==> config.mk <==
export PLATFORM = sky130hd
export DESIGN_NAME = adc_channel_sequencer
export DESIGN_NICKNAME = d
export VERILOG_FILES = /design/src/rtl/adc_seq_pkg.sv /design/src/rtl/adc_channel_sequencer_result_fifo.sv /design/src/rtl/adc_channel_sequencer.sv
export SDC_FILE = /design/constraint.sdc
export NUM_CORES = 1
export LEC_CHECK = 0
export CAP_MARGIN = 10
export CORE_ASPECT_RATIO = 0.6
export CORE_UTILIZATION = 58
export DETAILED_ROUTE_END_ITERATION = 8
export PLACE_DENSITY = 0.81
export SYNTH_ARGS = -nofsm -noshare
export SYNTH_HDL_FRONTEND = slang
export SYNTH_SLANG_ARGS = --single-unit
==> constraint.sdc <==
create_clock -name clk -period 10.8 [get_ports clk]
set_clock_uncertainty 0.15 [all_clocks]
set_input_delay 1.62 -clock clk [delete_from_list [all_inputs] [get_ports clk]]
set_output_delay 1.62 -clock clk [all_outputs]
set_load 0.02 [all_outputs]
==> src/rtl/adc_seq_pkg.sv <==
// Shared definitions for the ADC channel sequencer: result word layout and
// channel-map lookup.
package adc_seq_pkg;

  localparam int unsigned CHAN_BITS = 5;
  localparam int unsigned MAX_SLOTS = 16;
  localparam int unsigned IDX_W     = 4;
  localparam int unsigned MAP_W     = MAX_SLOTS * CHAN_BITS;

  localparam int unsigned SLOT_LSB = 24;
  localparam int unsigned CHAN_LSB = 16;
  localparam int unsigned DATA_LSB = 0;

  typedef struct packed {
    logic [7:0]           slot;
    logic [2:0]           rsvd;
    logic [CHAN_BITS-1:0] chan;
    logic [15:0]          data;
  } result_word_t;

  // ADC channel number held in a packed map for one slot.
  function automatic logic [CHAN_BITS-1:0] map_entry(input logic [MAP_W-1:0] map,
                                                     input logic [IDX_W-1:0] slot);
    return map[32'(slot) * CHAN_BITS +: CHAN_BITS];
  endfunction

endpackage

==> src/rtl/adc_channel_sequencer_result_fifo.sv <==
// Synchronous FIFO with full/empty flags and a stb/ack read port; head reads
// as zero when empty.
module result_fifo #(
  parameter int unsigned WIDTH = 32,
  parameter int unsigned DEPTH = 8
) (
  input  logic             clk,
  input  logic             rst,
  input  logic             flush_i,
  input  logic             wr_en_i,
  input  logic [WIDTH-1:0] wr_data_i,
  output logic [WIDTH-1:0] rd_data_o,
  output logic             rd_stb_o,
  input  logic             rd_ack_i,
  output logic             full_o,
  output logic             empty_o
);

  localparam int unsigned PTR_W = $clog2(DEPTH);
  localparam int unsigned CNT_W = PTR_W + 1;

  logic [WIDTH-1:0] mem_q [DEPTH];
  logic [PTR_W-1:0] wr_ptr_q, rd_ptr_q;
  logic [CNT_W-1:0] count_q;
  logic             push_c, pop_c;

  assign empty_o   = (count_q == '0);
  assign full_o    = (count_q == CNT_W'(DEPTH));
  assign rd_stb_o  = ~empty_o;
  assign rd_data_o = empty_o ? '0 : mem_q[rd_ptr_q];
  assign pop_c     = rd_ack_i & ~empty_o;
  // A write into a full FIFO is accepted only when a pop frees the slot.
  assign push_c    = wr_en_i & (~full_o | pop_c);

  always_ff @(posedge clk) begin
    if (rst || flush_i) begin
      wr_ptr_q <= '0;
      rd_ptr_q <= '0;
      count_q  <= '0;
    end else begin
      if (push_c) wr_ptr_q <= wr_ptr_q + PTR_W'(1);
      if (pop_c)  rd_ptr_q <= rd_ptr_q + PTR_W'(1);
      count_q <= count_q + CNT_W'(push_c) - CNT_W'(pop_c);
    end
  end

  always_ff @(posedge clk) begin
    if (push_c) mem_q[wr_ptr_q] <= wr_data_i;
  end

endmodule

==> src/rtl/adc_channel_sequencer.sv <==
// Round-robin ADC command sequencer with per-slot averaging and a tagged
// result stream towards the control CPU.
module adc_channel_sequencer
  import adc_seq_pkg::*;
#(
  parameter int unsigned                     CHANNELS    = 4,
  parameter logic [CHANNELS*CHAN_BITS-1:0]   CHANNEL_MAP = {5'd4, 5'd3, 5'd2, 5'd1},
  parameter int unsigned                     DATA_WIDTH  = 12,
  parameter int unsigned                     AVG_LOG2    = 4,
  parameter int unsigned                     FIFO_DEPTH  = 8
) (
  input  logic                  clk,
  input  logic                  rst,
  input  logic                  enable,
  input  logic                  clear,
  output logic                  command_valid,
  output logic [CHAN_BITS-1:0]  command_channel,
  output logic                  command_startofpacket,
  output logic                  command_endofpacket,
  input  logic                  command_ready,
  input  logic                  response_valid,
  input  logic [CHAN_BITS-1:0]  response_channel,
  input  logic [DATA_WIDTH-1:0] response_data,
  output logic [31:0]           out,
  output logic                  out_stb,
  input  logic                  out_ack,
  output logic                  overflow,
  output logic                  sync_error
);

  localparam int unsigned ACC_W  = DATA_WIDTH + AVG_LOG2;
  localparam int unsigned CNT_W  = (AVG_LOG2 > 0) ? AVG_LOG2 : 1;
  localparam int unsigned WORD_W = $bits(result_word_t);
  localparam logic [IDX_W-1:0] LAST_IDX = IDX_W'(CHANNELS - 1);
  localparam logic [MAP_W-1:0] MAP_EXT  = MAP_W'(CHANNEL_MAP);
  localparam logic [CNT_W-1:0] CNT_LAST = CNT_W'((1 << AVG_LOG2) - 1);

  logic                 rst_q;
  logic [IDX_W-1:0]     cmd_idx_q, cmd_idx_d;
  logic [IDX_W-1:0]     rsp_idx_q, rsp_idx_d;
  logic [ACC_W-1:0]     acc_q [CHANNELS];
  logic [ACC_W-1:0]     acc_d [CHANNELS];
  logic [CNT_W-1:0]     cnt_q [CHANNELS];
  logic [CNT_W-1:0]     cnt_d [CHANNELS];
  logic                 push_q, push_d;
  result_word_t         push_word_q, push_word_d;
  logic                 overflow_q, overflow_d;
  logic                 sync_error_q, sync_error_d;

  logic [CHAN_BITS-1:0]  exp_chan_c;
  logic [ACC_W-1:0]      acc_sel_c, sum_c;
  logic [CNT_W-1:0]      cnt_sel_c;
  logic [DATA_WIDTH-1:0] avg_c;
  logic                  match_c, done_c;
  logic                  fifo_full, fifo_empty;
  logic [WORD_W-1:0]     fifo_head;

  // Command issue is held off for one cycle after reset releases.
  assign command_valid         = enable & ~rst_q;
  assign command_channel       = map_entry(MAP_EXT, cmd_idx_q);
  assign command_startofpacket = command_valid;
  assign command_endofpacket   = command_valid;

  assign exp_chan_c = map_entry(MAP_EXT, rsp_idx_q);
  assign match_c    = response_valid & (response_channel == exp_chan_c);

  always_comb begin
    acc_sel_c = '0;
    cnt_sel_c = '0;
    for (int s = 0; s < int'(CHANNELS); s++) begin
      if (rsp_idx_q == IDX_W'(s)) begin
        acc_sel_c = acc_q[s];
        cnt_sel_c = cnt_q[s];
      end
    end
  end

  assign sum_c  = acc_sel_c + ACC_W'(response_data);
  assign done_c = (AVG_LOG2 == 0) || (cnt_sel_c == CNT_LAST);
  assign avg_c  = DATA_WIDTH'(sum_c >> AVG_LOG2);

  // Next-state: slot pointers, accumulators, result staging and sticky flags.
  always_comb begin
    cmd_idx_d    = cmd_idx_q;
    rsp_idx_d    = rsp_idx_q;
    acc_d        = acc_q;
    cnt_d        = cnt_q;
    push_d       = 1'b0;
    push_word_d  = result_word_t'((32'(rsp_idx_q) << SLOT_LSB) |
                                  (32'(exp_chan_c) << CHAN_LSB) |
                                  (32'(avg_c) << DATA_LSB));
    overflow_d   = overflow_q | (push_q & fifo_full & ~(out_ack & ~fifo_empty));
    sync_error_d = sync_error_q;

    if (command_valid && command_ready) begin
      cmd_idx_d = (cmd_idx_q == LAST_IDX) ? '0 : cmd_idx_q + IDX_W'(1);
    end
    // Every response consumes a slot, even discarded ones, to stay in issue order.
    if (response_valid) begin
      rsp_idx_d = (rsp_idx_q == LAST_IDX) ? '0 : rsp_idx_q + IDX_W'(1);
    end

    if (clear) begin
      for (int s = 0; s < int'(CHANNELS); s++) begin
        acc_d[s] = '0;
        cnt_d[s] = '0;
      end
      overflow_d   = 1'b0;
      sync_error_d = 1'b0;
    end else if (response_valid) begin
      if (!match_c) begin
        sync_error_d = 1'b1;
      end else begin
        for (int s = 0; s < int'(CHANNELS); s++) begin
          if (rsp_idx_q == IDX_W'(s)) begin
            if (done_c) begin
              acc_d[s] = '0;
              cnt_d[s] = '0;
              push_d   = 1'b1;
            end else begin
              acc_d[s] = sum_c;
              cnt_d[s] = cnt_sel_c + CNT_W'(1);
            end
          end
        end
      end
    end
  end

  always_ff @(posedge clk) begin
    rst_q <= rst;
    if (rst) begin
      cmd_idx_q    <= '0;
      rsp_idx_q    <= '0;
      push_q       <= 1'b0;
      push_word_q  <= '0;
      overflow_q   <= 1'b0;
      sync_error_q <= 1'b0;
      for (int s = 0; s < int'(CHANNELS); s++) begin
        acc_q[s] <= '0;
        cnt_q[s] <= '0;
      end
    end else begin
      cmd_idx_q    <= cmd_idx_d;
      rsp_idx_q    <= rsp_idx_d;
      push_q       <= push_d;
      push_word_q  <= push_word_d;
      overflow_q   <= overflow_d;
      sync_error_q <= sync_error_d;
      for (int s = 0; s < int'(CHANNELS); s++) begin
        acc_q[s] <= acc_d[s];
        cnt_q[s] <= cnt_d[s];
      end
    end
  end

  result_fifo #(
    .WIDTH (WORD_W),
    .DEPTH (FIFO_DEPTH)
  ) u_result_fifo (
    .clk       (clk),
    .rst       (rst),
    .flush_i   (clear),
    .wr_en_i   (push_q),
    .wr_data_i (push_word_q),
    .rd_data_o (fifo_head),
    .rd_stb_o  (out_stb),
    .rd_ack_i  (out_ack),
    .full_o    (fifo_full),
    .empty_o   (fifo_empty)
  );

  assign out        = fifo_head;
  assign overflow   = overflow_q;
  assign sync_error = sync_error_q;

endmodule

# After elaboration in Yosys (flattened, before gate mapping)
# Memories as Yosys holds them, arrays and structs flattened. A register that Yosys moved wholly into a read port is not among the register bits.
# Index checks and enable logic that the tools add are counted.
[op_classes]
n_reduce_logical = 11
n_shift = 2
bitwise_logic = 16
n_eq_ne = 7
n_mul = 2
add_sub_neg = 8
mux = 25
[op_table]
columns = ["op", "count"]
rows = [
  ["80-bit by 8-bit variable part select with 5-bit output, first input constant", 2],
  ["16-bit two-way mux", 5],
  ["32-bit two-way mux", 1],
  ["4-bit two-way mux", 7],
  ["28-bit by 12-bit OR with 28-bit output", 1],
  ["28-bit by 21-bit OR with 28-bit output", 1],
  ["16-bit by 12-bit adder with 16-bit output", 1],
  ["4-bit by 3-bit multiplier with 7-bit output, second input constant", 2],
  ["4-bit by 1-bit adder with 4-bit output, second input constant", 3],
  ["4-bit by 2-bit == test with 1-bit output, second input constant", 3],
  ["3-bit AND reduction", 4],
  ["1-bit two-way mux", 10],
  ["4-bit == test, second input constant", 2],
  ["4-bit logical NOT", 2],
  ["3-bit by 1-bit adder with 3-bit output, second input constant", 2],
  ["1-bit AND", 6],
  ["3-bit two-way mux", 2],
  ["1-bit NOT", 6],
  ["5-bit == test", 1],
  ["4-bit by 1-bit adder with 4-bit output", 1],
  ["4-bit by 1-bit == test with 1-bit output, second input constant", 1],
  ["4-bit OR reduction", 1],
  ["4-bit by 1-bit subtractor with 4-bit output", 1],
  ["1-bit OR", 2],
  ["4 further kinds", 4],
]
[word_totals]
mem_count = 1
ramBits = 256
register_bits = 134
input_bits = 24
elab_cells = 93
output_inout_bits = 43
[memory_table]
columns = ["memory", "words", "width", "read_ports", "rd_ports_with_merged_regs", "wr", "line", "text"]
rows = [
  ["u_result_fifo.mem_q", 8, 32, 1, 1, 1, "adc_channel_sequencer_result_fifo.sv:22", "logic [WIDTH-1:0] mem_q [DEPTH];"],
]

# Logic depth before layout (Yosys ltp)
# Gate-level depths: netlist of the first run.
[depth]
depth_word = 14
ltp_mapped = 18

# Cells and area by module
# A second synthesis of the first run with hierarchy kept.
[hier_totals]
cells_unflattened = 1166
hier_area_um2 = 16055.4
[modules_own_cells]
columns = ["module", "seq_area_each_um2", "instances", "cells_per_inst", "area_per_inst_um2"]
rows = [
  ["result_fifo", 7947.6, 1, 459, 10303.6],
  ["adc_channel_sequencer", 2222.1, 1, 707, 5751.8],
]

# Worst setup path after synthesis of the first run
# OpenSTA, ideal clock, no wires.
[synth_timing]
path_type = "in2reg"
start = "input out_ack"
end = "memory u_result_fifo.mem_q[0][0] (enable)"
required_time_ps = 10231
stages = 4
setup_slack_ps = 6636
path_buffers = 0
t_arrival_ps = 3595
cell_sequence = "nand2b_1 a31oi_1 nand2b_1 nor3_1"
[synth_between]
elab_chain_len = 5
[synth_rtl]
columns = ["item", "line", "text"]
rows = [
  ["from (decl)", "adc_channel_sequencer.sv:26", "input logic out_ack,"],
  ["1-bit AND", "adc_channel_sequencer_result_fifo.sv:31", "assign pop_c = rd_ack_i & ~empty_o;"],
  ["1-bit OR", "adc_channel_sequencer_result_fifo.sv:33", "assign push_c = wr_en_i & (~full_o | pop_c);"],
  ["1-bit AND", "adc_channel_sequencer_result_fifo.sv:33", ""],
  ["named net u_result_fifo.push_c", "adc_channel_sequencer_result_fifo.sv:25", "logic push_c, pop_c;"],
  ["1-bit two-way mux", "adc_channel_sequencer_result_fifo.sv:48", "if (push_c) mem_q[wr_ptr_q] <= wr_data_i;"],
  ["1-bit two-way mux (implied by the code)", "adc_channel_sequencer_result_fifo.sv:48", ""],
  ["to (decl)", "adc_channel_sequencer_result_fifo.sv:22", ""],
]
# The timed path passes the listed nets, and every way through them passes these cells.

# Worst setup path in the final report of the first run
[layout_timing]
start = "register rsp_idx_q[0]"
end = "register acc_q[30] (netlist name)"
[layout_between]
elab_chain_len = 7
[layout_rtl]
columns = ["item", "line", "text"]
rows = [
  ["from (decl)", "adc_channel_sequencer.sv:40", "logic [IDX_W-1:0] rsp_idx_q, rsp_idx_d;"],
  ["from (signal assigned)", "adc_channel_sequencer.sv:145", "rsp_idx_q <= rsp_idx_d;"],
  ["parallel branches: the longest is 7 deep, another holds 4-bit by 3-bit multiplier with 7-bit output", "-", ""],
  ["to (signal, indexed assignment)", "adc_channel_sequencer.sv:151", "acc_q[s] <= acc_d[s];"],
  ["to (decl)", "adc_channel_sequencer.sv:41", "logic [ACC_W-1:0] acc_q [CHANNELS];"],
]
# Several ways; the timed one is not identified.
# A chain may end at the register's enable or synchronous reset.

==> results of run 1 <==
## path summary, 6_finish.rpt
check                    start   endpoint  slack (ns)  cells past startpoint
setup reg to reg  rsp_idx_q[0]  acc_q[30]        5.88                     16
setup / recovery  rsp_idx_q[0]  acc_q[30]        5.88                     16
hold / removal       acc_q[18]  acc_q[18]        0.30                      2
hold reg to reg      acc_q[18]  acc_q[18]        0.30                      2
## worst min-delay path, cell delays in order (launching register included)
cell	delay (ns)
dfxtp_1	0.31
nand2_1	0.05
a21oi_1	0.05
## power breakdown
group	total, mW	switching, mW	internal, mW
clock	0.915	0.378	0.538
combinational	0.384	0.227	0.157
sequential	1.13	0.0143	1.12
## cells in the mapped netlist (3+ instances only)
library cell and count:
edfxtp_1 152, o21ai_1 3, a21oi_1 97, o311ai_0 3
nand2_1 128, inv_1 22, dfxtp_1 124, buf_2 9
nor3_1 12, o31ai_1 3, and2_1 7, nor2_1 102
mux2i_1 27, nand4_1 4, a22oi_1 19, a31oi_1 4
nor2b_1 17, clkbuf_1 34, buf_4 19, xor2_1 10
nand3_1 35, a21o_1 4, buf_1 7, nand2b_1 12
mux4_2 38, ha_1 29, xnor2_1 12, o21ai_0 26
and3_1 6, o21a_1 3
## per-stage QoR
step | util | power [mW] | setup WS (ns) | area [sq um]
6_report | 0.670 | 2.43 | 5.88 | 13400
5_1_grt | 0.670 | 2.52 | 5.56 | 13400
4_1_cts | 0.670 | 2.44 | 5.98 | 13400
3_5_place_dp | 0.628 | 1.53 | 6.04 | 12600
3_3_place_gp | 0.628 | 1.52 | 6.11 | 12600
2_1_floorplan | - | 1.39 | 6.64 | 11900
## cells by family after synthesis
kind of cell,count (synthesis)
flip-flops,276
AND/OR/NAND/NOR,342
XOR/XNOR,22
buffers and inverters,92
multiplexers,65
adder cells (fa/ha/maj),31
AO/OA/AOI/OAI,181
other,1
## cell type report
| type | count | area share |
|---|---|---|
| timing repair buffer | 68 | 0.0476 |
| tap | 273 | 0.0255 |
| clock buffer | 33 | 0.0504 |
| multi-input combinational | 656 | 0.332 |
| clock inverter | 11 | 0.0126 |
| inverter | 22 | 0.00616 |
| sequential | 276 | 0.526 |
## flip-flops by register name (all words and copies together), names as in the netlist, named ones only
name,cells
u_result_fifo.mem_q,152
acc_q,64
push_word_q,19
cnt_q,16
cmd_idx_q,4
rsp_idx_q,4
u_result_fifo.count_q,4
u_result_fifo.rd_ptr_q,3
u_result_fifo.wr_ptr_q,3
overflow,1
push_q,1
rst_q,1
sync_error,1
## metal layers
layer	global-route usage	routed length, microns
met1	0.395	11900
met2	0.394	12000
met3	0.0568	2740
met4	0.0738	659
met5	0	0
==> summary.txt, run 1 <==
Setup path
  – Setup Crit Path Kind: reg2reg
  – Buf/Inv on CP: 1
  – Top Family by Delay on Critical Path: compound AO/OA/AOI/OAI gates
  – Worst EP required: approximately 11 ns
  – CP Cell Sequence: ha_1 > nor3b_4 > nand2_1 > a21oi_1 > a21oi_1 > a21oi_1 > ha_1 > inv_1 > fa_1 > nand2b_1 > a21oi_1 > o21a_1 > a41oi_1 > o21a_1 > o21ai_0 > o21ai_0
  – CP Capture Type: flop
  – Worst Path Arrival: ~5.2 ns
  – Startpoint Class: flop
  – Slowest stage delay, CP: 0.84 ns
  – Critical-path top delay cell: nor3b_4
  – Critical path's most frequent cell: a21oi_1
  – Crit Path Max Fanout: 16

Logic synthesis
  – Ys async rst share: 0
  – Compound-Gate Fraction of Synth Area: 0.0910
  – Area contributors post-synth: edfxtp_1 (38%), dfxtp_1 (21%), mux4_2 (7.2%), a21oi_1 (4.1%), nand2_1 (4.1%)
  – Post-synth EDFFs: approximately 150
  – Yosys top cell area share: 0.385
  – Sequential fraction of the synthesis area: 0.594
  – Mapped cell area: 11900 sq um
  – XOR/XNOR Fraction of Synth Area: 0.0162
  – Adder-Cell Fraction of Synth Area: 0.0340
  – Mean Syn Cell Area: about 12 sq um
  – Largest family of logic cells by synthesized area: simple AND/OR/NAND/NOR gates
  – Area leader, netlist: edfxtp_1
  – Gate Count Post-Synth: 1010
  – Synth Area in Simple Gates: 0.133
  – Number of synthesis warnings: 0
  – Synthesized flop and latch total: 276
  – Synth cell types: 63
  – Mux cell area share after synthesis: 0.0950
  – Synth Flop Type: edfxtp_1

Detailed routing
  – DRT antenna net count: 0
  – Vias: 8052
  – Per-cell routed wire length: between 20 and 25 microns
  – Post-route DRC: 0
  – Final wirelength: about 27000 microns
  – Vias per inst: ~6.0
  – 1st-iter DRT viols: 905
  – First drt pass iteration count: 5

STA
  – Setup TNS: 0 ns
  – Final Hold Violating Endpoints: 0
  – Final Cycle Share: 0.455
  – Worst slew pin tran: 1.09 ns
  – Max Clock Freq: between 200 and 250 MHz
  – Pins Over Slew Limit: 0
  – Max-slew headroom: 0.272
  – Fin crit period: between 4 and 5 ns
  – Setup violators final: 0
  – RSZ-0062 raised after global routing: false
  – Hold slack: roughly 0.30 ns

Place
  – Port Buffers: 51
  – Routability cong.: ~0.95
  – Placed cell count: about 1300
  – Hpwl dp: about 17000 microns

Finish
  – Finished Layout Cells: 1339
  – Most common cell after layout, fill and taps aside: edfxtp_1
  – Layout cells sized above 1: 0.107
  – Register area: 7050 sq um
  – Multi-input logic area: between 4000 and 5000 sq um
  – Layout fillers: between 1000 and 1500
  – Area delta synth->final: 13.1%
  – Most frequent cells in the layout: edfxtp_1 (152), nand2_1 (128), dfxtp_1 (122)
  – Final nets: approximately 1100
  – Inserted Diodes: 0

GRT
  – Vias in the first global route: approximately 7800
  – Overflow after GRT: 0
  – First-pass GRT wire length: between 40000 and 50000 microns
  – Antenna violations before repair: 0
  – Total Routing Usage GR: 0.264
  – Largest net degree at the start of global routing: 48

Clocking
  – Clock transition at path regs: approximately 0.07 ns
  – Skew-Pair Late Insertion Delay: ~0.52 ns
  – H-Tree Depth: 1
  – CTS Root Cell: clkbuf_16
  – Post-CTS setup repair buffer count: 0
  – Inserted Clock Buffers: 24
  – CTS resizes: 0
  – Hold Buf Count CTS: 0
  – CTS Sinks: about 280
  – TritonCTS clock tree: built
  – Longest Clk Path Bufs: 3

Power
  – P_leak: around 4.5 nW
  – PwrDens: between 150 and 200 nW/um^2
  – Max IR drop VDD: between 150 and 200 uV

Hold path
  – Tightest Hold Check Type: reg2reg

Floorplan
  – Std-Cell Rows: 40
  – Core area: ~20000 sq um
  – Die Width: ~190 microns
  – Initial Util: 0.592
  – Chip Height: approximately 110 microns
  – DIE AREA: ~21000 sq um
  – # IOs: 67

Status
  – Status: complete, no violations

Flow run
  – Max Cap Viol: 0
No activity file was read; power rests on OpenSTA's default activity.
==> inputs of run 2 (changes only) <==
--- a/config.mk
+++ b/config.mk
@@ -7,9 +7,9 @@
 export LEC_CHECK = 0
 export CAP_MARGIN = 10
 export CORE_ASPECT_RATIO = 0.6
-export CORE_UTILIZATION = 58
+export CORE_UTILIZATION = 54
 export DETAILED_ROUTE_END_ITERATION = 8
-export PLACE_DENSITY = 0.81
+export PLACE_DENSITY = 0.79
 export SYNTH_ARGS = -nofsm -noshare
 export SYNTH_HDL_FRONTEND = slang
 export SYNTH_SLANG_ARGS = --single-unit
==> constraint.sdc (replaced) <==
create_clock -name clk -period 4.3 [get_ports clk]
set_clock_uncertainty 0.15 [all_clocks]
set_input_delay 0.645 -clock clk [delete_from_list [all_inputs] [get_ports clk]]
set_output_delay 0.645 -clock clk [all_outputs]
set_load 0.02 [all_outputs]
==> summary.txt, run 2 (same netlist as run 1, synthesis figures left out) <==
Status
  – Status: finished with violations
  – Failing checks: design-rule violations

Detailed routing
  – First drt pass iteration count: 9 (+4)
  – 1st-iter DRT viols: 955 (+5.5%)
  – Final wirelength: 28000 microns (+2.7%)
  – Vias: 8160 (+1.3%)
  – Per-cell routed wire length: 20.5 microns (+0.34%)
  – Vias per inst: 5.96 (-0.95%)
  – DRT antenna net count: 0 (unchanged)
  – Post-route DRC: 2 (+2)

Finish
  – Inserted Diodes: 0 (unchanged)
  – Max FFs per register: 152 (unchanged)
  – Area delta synth->final: 14.8%
  – Fin area: 13600 sq um (+1.5%)
  – Largest registers: u_result_fifo.mem_q (152), acc_q (64), push_word_q (19)
  – Most common cell after layout, fill and taps aside: edfxtp_1
  – Final nets: 1128 (+2.3%)
  – Layout cells sized above 1: 0.131 (+0.0241)
  – Most frequent cells in the layout: edfxtp_1 (152), nand2_1 (127), dfxtp_1 (121)
  – Reg with most FFs: u_result_fifo.mem_q

GRT
  – Top Usage Layer GRT: met1
  – Vias in the first global route: 7830 (+0.32%)
  – Antenna violations before repair: 0 (unchanged)
  – First-pass GRT wire length: 43800 microns (+1.9%)
  – GR Layer Usage met1: 0.382 (-0.0127)
  – Total Routing Usage GR: 0.253 (-0.0118)
  – Largest net degree at the start of global routing: 48 (unchanged)
  – Overflow after GRT: 0 (unchanged)
  – M2 GR Usage: 0.380 (-0.0136)
  – GR Util met3: 0.0479 (-0.00891)

Floorplan
  – Core area: 21300 sq um (+6.3%)
  – Initial Util: 0.557 (-0.0353)
  – Std-Cell Rows: 41 (+2.5%)
  – # IOs: 67 (unchanged)
  – DIE AREA: 22600 sq um (+7.3%)
  – Chip Height: 117 microns (+3.6%)
  – Die Width: 193 microns (+3.6%)

Setup path
  – Worst Path Arrival: 4.24 ns (-0.91 ns)
  – Setup Crit Path Kind: reg2reg
  – Top Family by Delay on Critical Path: compound AO/OA/AOI/OAI gates
  – Reg-to-Reg End: acc_q[61]
  – Buf/Inv on CP: 1 (unchanged)
  – Cell count of the worst reg-to-reg path: 15 (-1)
  – Worst EP required: 4.56 ns (-6.48 ns)
  – Slowest stage delay, CP: 0.71 ns (-0.13 ns)
  – Crit Path Max Fanout: 11 (-5)
  – Startpoint Class: flop
  – CP Cell Sequence: nor2_4 > nand2_2 > buf_4 > nand2_1 > a21oi_1 > a21oi_1 > a21oi_1 > ha_1 > a21oi_1 > o21ai_0 > or3_1 > o221ai_2 > xor2_1 > nor2_1 > a32o_1
  – CP Capture Type: flop
  – CP Depth: 15 (-1)
  – RR Startpoint: rsp_idx_q[3]
  – Critical path's most frequent cell: a21oi_1
  – Reg2Reg Setup Slack: 0.31 ns (-5.57 ns)
  – Critical-path top delay cell: dfxtp_1

Clocking
  – Inserted Clock Buffers: 25 (+4.2%)
  – CTS Root Cell: clkbuf_16
  – Clock transition at path regs: 0.07 ns (about the same)
  – H-Tree Depth: 1 (unchanged)
  – Hold Buf Count CTS: 0 (unchanged)
  – CTS Sinks: 276 (unchanged)
  – Skew-Pair Late Insertion Delay: 0.52 ns (about the same)
  – TritonCTS clock tree: built
  – Longest Clk Path Bufs: 3 (unchanged)

Place
  – Area of placed instances: 12800 sq um (+1.5%)
  – Routability cong.: 0.913 (-4.0%)
  – Hpwl dp: 18600 microns (+8.9%)
  – Port Buffers: 51 (unchanged)

Power
  – Max IR drop VDD: 283 uV (+64%)
  – Sequential Power Share: 0.479 (+0.013)
  – Internal Power: 4.39 mW (+140%)
  – PwrDens: 436 nW/um^2 (+140%)
  – Logic pwr share: 0.165 (+0.007)
  – Sw frac: 0.261 (+0.00611)
  – Psw: 1.55 mW (+150%)
  – Part of the power in the clock network: 0.356 (-0.020)
  – P_leak: 4.62 nW (+2.4%)
  – Final Power: 5.94 mW (+140%)

Hold path
  – Min-delay src: cnt_q[6]
  – Tightest Hold Check Type: reg2reg
  – Hold Path Sink: cnt_q[6]
  – Cells on Worst Hold Path: 2 (unchanged)

STA
  – Final Hold Violating Endpoints: 0 (unchanged)
  – Fin crit period: 3.99 ns (-0.927 ns)
  – Worst slew pin tran: 0.946 ns (-0.143 ns)
  – Pins Over Slew Limit: 0 (unchanged)
  – Max-slew headroom: 0.369 (+0.0974)
  – Setup TNS: 0 ns (unchanged)
  – Max Clock Freq: 251 MHz (+23%)
  – Final Cycle Share: 0.928 (+0.473)
  – RSZ-0062 raised after global routing: false
  – Setup violators final: 0 (unchanged)

Flow run
  – Max Cap Viol: 0 (unchanged)
-- run 2: how the worst max path moves through the flow --
| stage | startpoint | end | slack (ns) |
|---|---|---|---|
| floorplan | rsp_idx_q[0] | acc_q[47] | 0.44 |
| global placement | rsp_idx_q[1] | acc_q[47] | 0.20 |
| detailed placement | rsp_idx_q[1] | acc_q[47] | 0.03 |
| CTS | rsp_idx_q[1] | acc_q[47] | 0.002 |
| global route | rsp_idx_q[0] | acc_q[62] | 0.006 |
| finish | rsp_idx_q[3] | acc_q[61] | 0.31 |
-- run 2: what timing repair did --
| item | 4_1_cts | 5_1_grt |
|---|---|---|
| endpoints found under the setup margin | 0 | 34 |
| gates resized for setup | 0 | 8 |
| endpoints found under the hold margin | 0 | 0 |
| buffers inserted | 0 | 3 |
-- run 2: per-stage QoR --
step / utilization / hold slack, ns / setup slack, ns / cells
after floorplan: - / 0.278 / 0.442 / 1024
after global placement: 0.599 / 0.291 / 0.201 / 1322
after detailed placement: 0.599 / 0.294 / 0.0306 / 1322
after CTS: 0.635 / 0.303 / 0.00248 / 1367
after global routing: 0.639 / 0.319 / 0.00608 / 1370
final: 0.639 / 0.304 / 0.311 / 1370
-- run 2: layout make-up --
cell class | instances | area (sq um)
sequential | 276 | 7050
timing repair buffer | 92 | 868
clock buffer | 32 | 662
inverter | 22 | 82.6
fill | 1597 | 7680
tap | 279 | 349
multi-input combinational | 656 | 4490
clock inverter | 13 | 108
-- run 2: power by group through the flow --
| stage | combinational (mW) | sequential (mW) | clock (mW) |
|---|---|---|---|
| global route | 1.06 | 2.85 | 2.25 |
| CTS | 0.970 | 2.84 | 2.14 |
| global placement | 0.946 | 2.90 | 0 |
| finish | 0.978 | 2.84 | 2.12 |
| detailed placement | 0.962 | 2.90 | 0 |
| floorplan | 0.597 | 2.89 | 0 |
-- run 2: worst register-to-register path: cells and delay by family (launching register included) --
kind / cells / cell delay (ns)
compound gates: 7 / 1.25
xor+xnor: 1 / 0.28
fa+ha+maj: 1 / 0.34
buf+inv: 1 / 0.22
flops: 1 / 0.71
simple gates: 5 / 0.94
-- run 2: routing by layer --
metal | share of wire | up-vias
li1 | - | 3740
met2 | 0.43 | 399
met4 | 0.017 | 0
met5 | 0 | -
met1 | 0.46 | 3978
met3 | 0.096 | 43
==> inputs of run 3 (changes only) <==
--- a/config.mk
+++ b/config.mk
@@ -7,9 +7,11 @@
 export LEC_CHECK = 0
 export CAP_MARGIN = 10
 export CORE_ASPECT_RATIO = 0.6
-export CORE_UTILIZATION = 54
+export CORE_UTILIZATION = 45
 export DETAILED_ROUTE_END_ITERATION = 8
-export PLACE_DENSITY = 0.79
+export PLACE_DENSITY = 0.67
+export RECOVER_POWER = 25
 export SYNTH_ARGS = -nofsm -noshare
 export SYNTH_HDL_FRONTEND = slang
+export SYNTH_HIERARCHICAL = 1
 export SYNTH_SLANG_ARGS = --single-unit
==> summary.txt, run 3 <==
Setup path
  – Critical path's most frequent cell: a21oi_1
  – Crit Path Max Fanout: 12 (+1)
  – Reg-to-Reg End: acc_q[62]
  – Top Family by Delay on Critical Path: compound AO/OA/AOI/OAI gates
  – Worst EP required: 4.56 ns (about the same)
  – CP Depth: 17 (+2)
  – Worst Path Arrival: 4.30 ns (+0.06 ns)
  – Critical-path top delay cell: fa_1
  – Buf/Inv on CP: 3 (+2)
  – RR Startpoint: rsp_idx_q[1]
  – CP Cell Sequence: inv_1 > ha_1 > buf_4 > nand2_1 > nand2_1 > a21oi_1 > a21oi_1 > a21oi_1 > ha_1 > inv_1 > fa_1 > nor2b_1 > o2111a_1 > o21ai_0 > a211oi_2 > mux2i_1 > o21ai_0
  – CP endpoint: acc_q[62]
  – CP Capture Type: flop
  – Reg2Reg Setup Slack: 0.26 ns (-0.05 ns)
  – Critical path origin: rsp_idx_q[1]
  – Setup Crit Path Kind: reg2reg
  – Slowest stage delay, CP: 0.45 ns (-0.26 ns)
  – Startpoint Class: flop
  – Cell count of the worst reg-to-reg path: 17 (+2)

STA
  – Max Clock Freq: 248 MHz (-1.2%)
  – Worst slew pin tran: 1.06 ns (+0.111 ns)
  – Fin crit period: 4.04 ns (+0.0487 ns)
  – Final Hold Violating Endpoints: 0 (unchanged)
  – RSZ-0062 raised after global routing: false
  – Final Cycle Share: 0.939 (+0.0113)
  – Max-slew headroom: 0.295 (-0.0741)
  – Setup TNS: 0 ns (unchanged)
  – Pins Over Slew Limit: 0 (unchanged)
  – Setup violators final: 0 (unchanged)

Power
  – Final Power: 8.56 mW (+44%)
  – Sw frac: 0.260 (about the same)
  – Sequential Power Share: 0.465 (-0.014)
  – Part of the power in the clock network: 0.371 (+0.015)
  – Logic pwr share: 0.164 (about the same)
  – Internal Power: 6.33 mW (+44%)
  – PwrDens: 451 nW/um^2 (+3.4%)
  – Psw: 2.23 mW (+44%)
  – P_leak: 6.43 nW (+39%)
  – Max IR drop VDD: 617 uV (+120%)

GRT
  – Antenna violations before repair: 0 (unchanged)
  – Vias in the first global route: 9812 (+25%)
  – First-pass GRT wire length: 57400 microns (+31%)
  – Total Routing Usage GR: 0.207 (-0.0454)
  – Overflow after GRT: 0 (unchanged)
  – Largest net degree at the start of global routing: 60 (+25%)

Status
  – Status: complete, no violations

Detailed routing
  – Vias: 10300 (+26%)
  – 1st-iter DRT viols: 1002 (+4.9%)
  – First drt pass iteration count: 6 (-3)
  – Post-route DRC: 0 (-2)
  – Final wirelength: 37000 microns (+32%)
  – Vias per inst: 5.54 (-7.0%)
  – Per-cell routed wire length: 20.0 microns (-2.2%)
  – DRT antenna net count: 0 (unchanged)

Clocking
  – Inserted Clock Buffers: 36 (+44%)
  – H-Tree Depth: 2 (+1)
  – Longest Clk Path Bufs: 3 (unchanged)
  – Clock transition at path regs: 0.07 ns (about the same)
  – Post-CTS setup repair buffer count: 0 (unchanged)
  – Skew-Pair Late Insertion Delay: 0.54 ns (+0.02 ns)
  – TritonCTS clock tree: built
  – CTS Sinks: 380 (+38%)
  – CTS Root Cell: clkbuf_16

Logic synthesis
  – Yosys top cell area share: 0.479 (+0.0939)
  – Area leader, netlist: edfxtp_1
  – Most instantiated cells after synthesis: edfxtp_1 (256), nand2_1 (144), dfxtp_1 (124)
  – Ys async rst share: 0 (unchanged)
  – Synth Flop Type: edfxtp_1
  – Synthesized flop and latch total: 380 (+38%)
  – Post-synth EDFFs: 256 (+68%)
  – Mapped cell area: 16100 sq um (+35%)
  – Synth cell types: 81 (+29%)
  – Mean Syn Cell Area: 13.8 sq um (+17%)
  – Sequential fraction of the synthesis area: 0.633 (+0.0391)
  – Area contributors post-synth: edfxtp_1 (48%), dfxtp_1 (15%), mux4_2 (9.0%), nand2_1 (3.4%), a21oi_1 (3.2%)
  – Number of synthesis warnings: 6 (+6)
  – Gate Count Post-Synth: 1166 (+15%)
  – Top-count cell post-synth: edfxtp_1

Place
  – Placed cell count: 1785 (+35%)
  – Port Buffers: 64 (+25%)
  – Hpwl dp: 24000 microns (+29%)
  – Routability cong.: 0.880 (-3.5%)

Finish
  – Most common cell after layout, fill and taps aside: edfxtp_1
  – Area delta synth->final: 18.2%
  – Largest registers: u_result_fifo/mem_q (256), acc_q (64), push_word_q (19)
  – Inserted Diodes: 0 (unchanged)
  – Finished Layout Cells: 1851 (+35%)
  – Max FFs per register: 256 (+68%)
  – Most frequent cells in the layout: edfxtp_1 (256), nand2_1 (144), dfxtp_1 (122)
  – Layout cells sized above 1: 0.153 (+0.0221)
  – Final nets: 1411 (+25%)
  – Layout fillers: 2844 (+78%)
  – Reg with most FFs: u_result_fifo/mem_q

Floorplan
  – Chip Height: 148 microns (+27%)
  – DIE AREA: 36500 sq um (+62%)
  – Die Width: 246 microns (+27%)
  – Initial Util: 0.458 (-0.0993)
  – Std-Cell Rows: 53 (+29%)
  – # IOs: 67 (unchanged)
  – Core area: 35100 sq um (+65%)

Hold path
  – Cells on Worst Hold Path: 2 (unchanged)
  – Tightest Hold Check Type: reg2reg
  – Min-delay src: cnt_q[13]

Flow run
  – Max Cap Viol: 0 (unchanged)
-- run 3: changes by cell type in the layout (fill, tap and decap cells not counted), moves of 9 or more --
| cell | change |
|---|---|
| mux4_2 | +26 |
| buf_4 | +12 |
| o22ai_1 | +9 |
| edfxtp_1 | +104 |
| a22oi_1 | -17 |
| a211oi_1 | +9 |
| clkdlybuf4s50_1 | +13 |
| clkbuf_16 | +11 |
| nor2_1 | -50 |
| mux2i_1 | -13 |
| nand2_1 | +17 |
| conb_1 | +91 |
| a22o_1 | +31 |
-- run 3: per-layer routing --
metal | global-route usage | up-vias | routed length [microns]
li1 | - | 4740 | -
met1 | 0.318 | 5073 | 17400
met2 | 0.300 | 389 | 16000
met3 | 0.0451 | 54 | 3080
met4 | 0.0447 | 0 | 580
met5 | 0 | - | 0
-- run 3: worst reg2reg max path, cell delays in order, from the launching register on --
cell	delay [ns]
dfxtp_1	0.42
inv_1	0.12
ha_1	0.22
buf_4	0.19
nand2_1	0.17
nand2_1	0.08
a21oi_1	0.15
a21oi_1	0.06
a21oi_1	0.15
ha_1	0.19
inv_1	0.06
fa_1	0.45
nor2b_1	0.19
o2111a_1	0.23
o21ai_0	0.22
a211oi_2	0.36
mux2i_1	0.37
o21ai_0	0.15
-- run 3: timing repair --
item	in CTS	in global routing
hold buffers	0	0
hold endpoints to repair	0	0
gates resized for setup	0	3
setup endpoints to repair	0	9
-- run 3: area by class of cell --
type                            count  area [sq um]  area share
Sequential cell                   380         10200       0.536
Multi-Input combinational cell    799          5870       0.309
Timing Repair Buffer              117          1090      0.0574
Clock buffer                       50          1000      0.0529
Tap cell                          467           584      0.0308
Clock inverter                     16           176     0.00930
Inverter                           22          82.6     0.00435
-- run 3: cells by family (layout without fill, tap and decap cells) --
kind of cell | after synthesis | count (layout) | share of synthesized area
flops | 380 | 380 | 0.633
simple gates | 316 | 316 | 0.0969
compound gates | 256 | 256 | 0.109
buf+inv | 92 | 205 | 0.0307
mux | 78 | 78 | 0.0985
fa+ha+maj | 31 | 31 | 0.0251
xor+xnor | 12 | 12 | 0.00655
other cells | 1 | 106 | 0.000234
-- run 3: worst min path at each step --
stage	end	slack (ns)
2_1_floorplan	acc_q[15]	0.28
3_3_place_gp	acc_q[36]	0.29
3_5_place_dp	acc_q[10]	0.29
4_1_cts	acc_q[10]	0.31
5_1_grt	cnt_q[13]	0.33
6_report	cnt_q[13]	0.30
-- run 3: power by group through the flow --
stage	clock (mW)	combinational (mW)	sequential, mW
after CTS	3.23	1.41	3.98
after global placement	0	1.39	4.06
after global routing	3.38	1.50	3.99
after floorplan	0	0.873	4.03
final	3.18	1.40	3.98
after detailed placement	0	1.40	4.06
-- run 3: per-stage QoR --
stage	utilization	hold slack, ns	instance area (sq um)	worst slack [ns]
final	0.541	0.304	19000	0.262
after global routing	0.541	0.327	19000	0.0395
after CTS	0.541	0.305	19000	0.215
after detailed placement	0.507	0.295	17800	0.250
after global placement	0.507	0.290	17800	0.310
after floorplan	-	0.280	16500	0.123
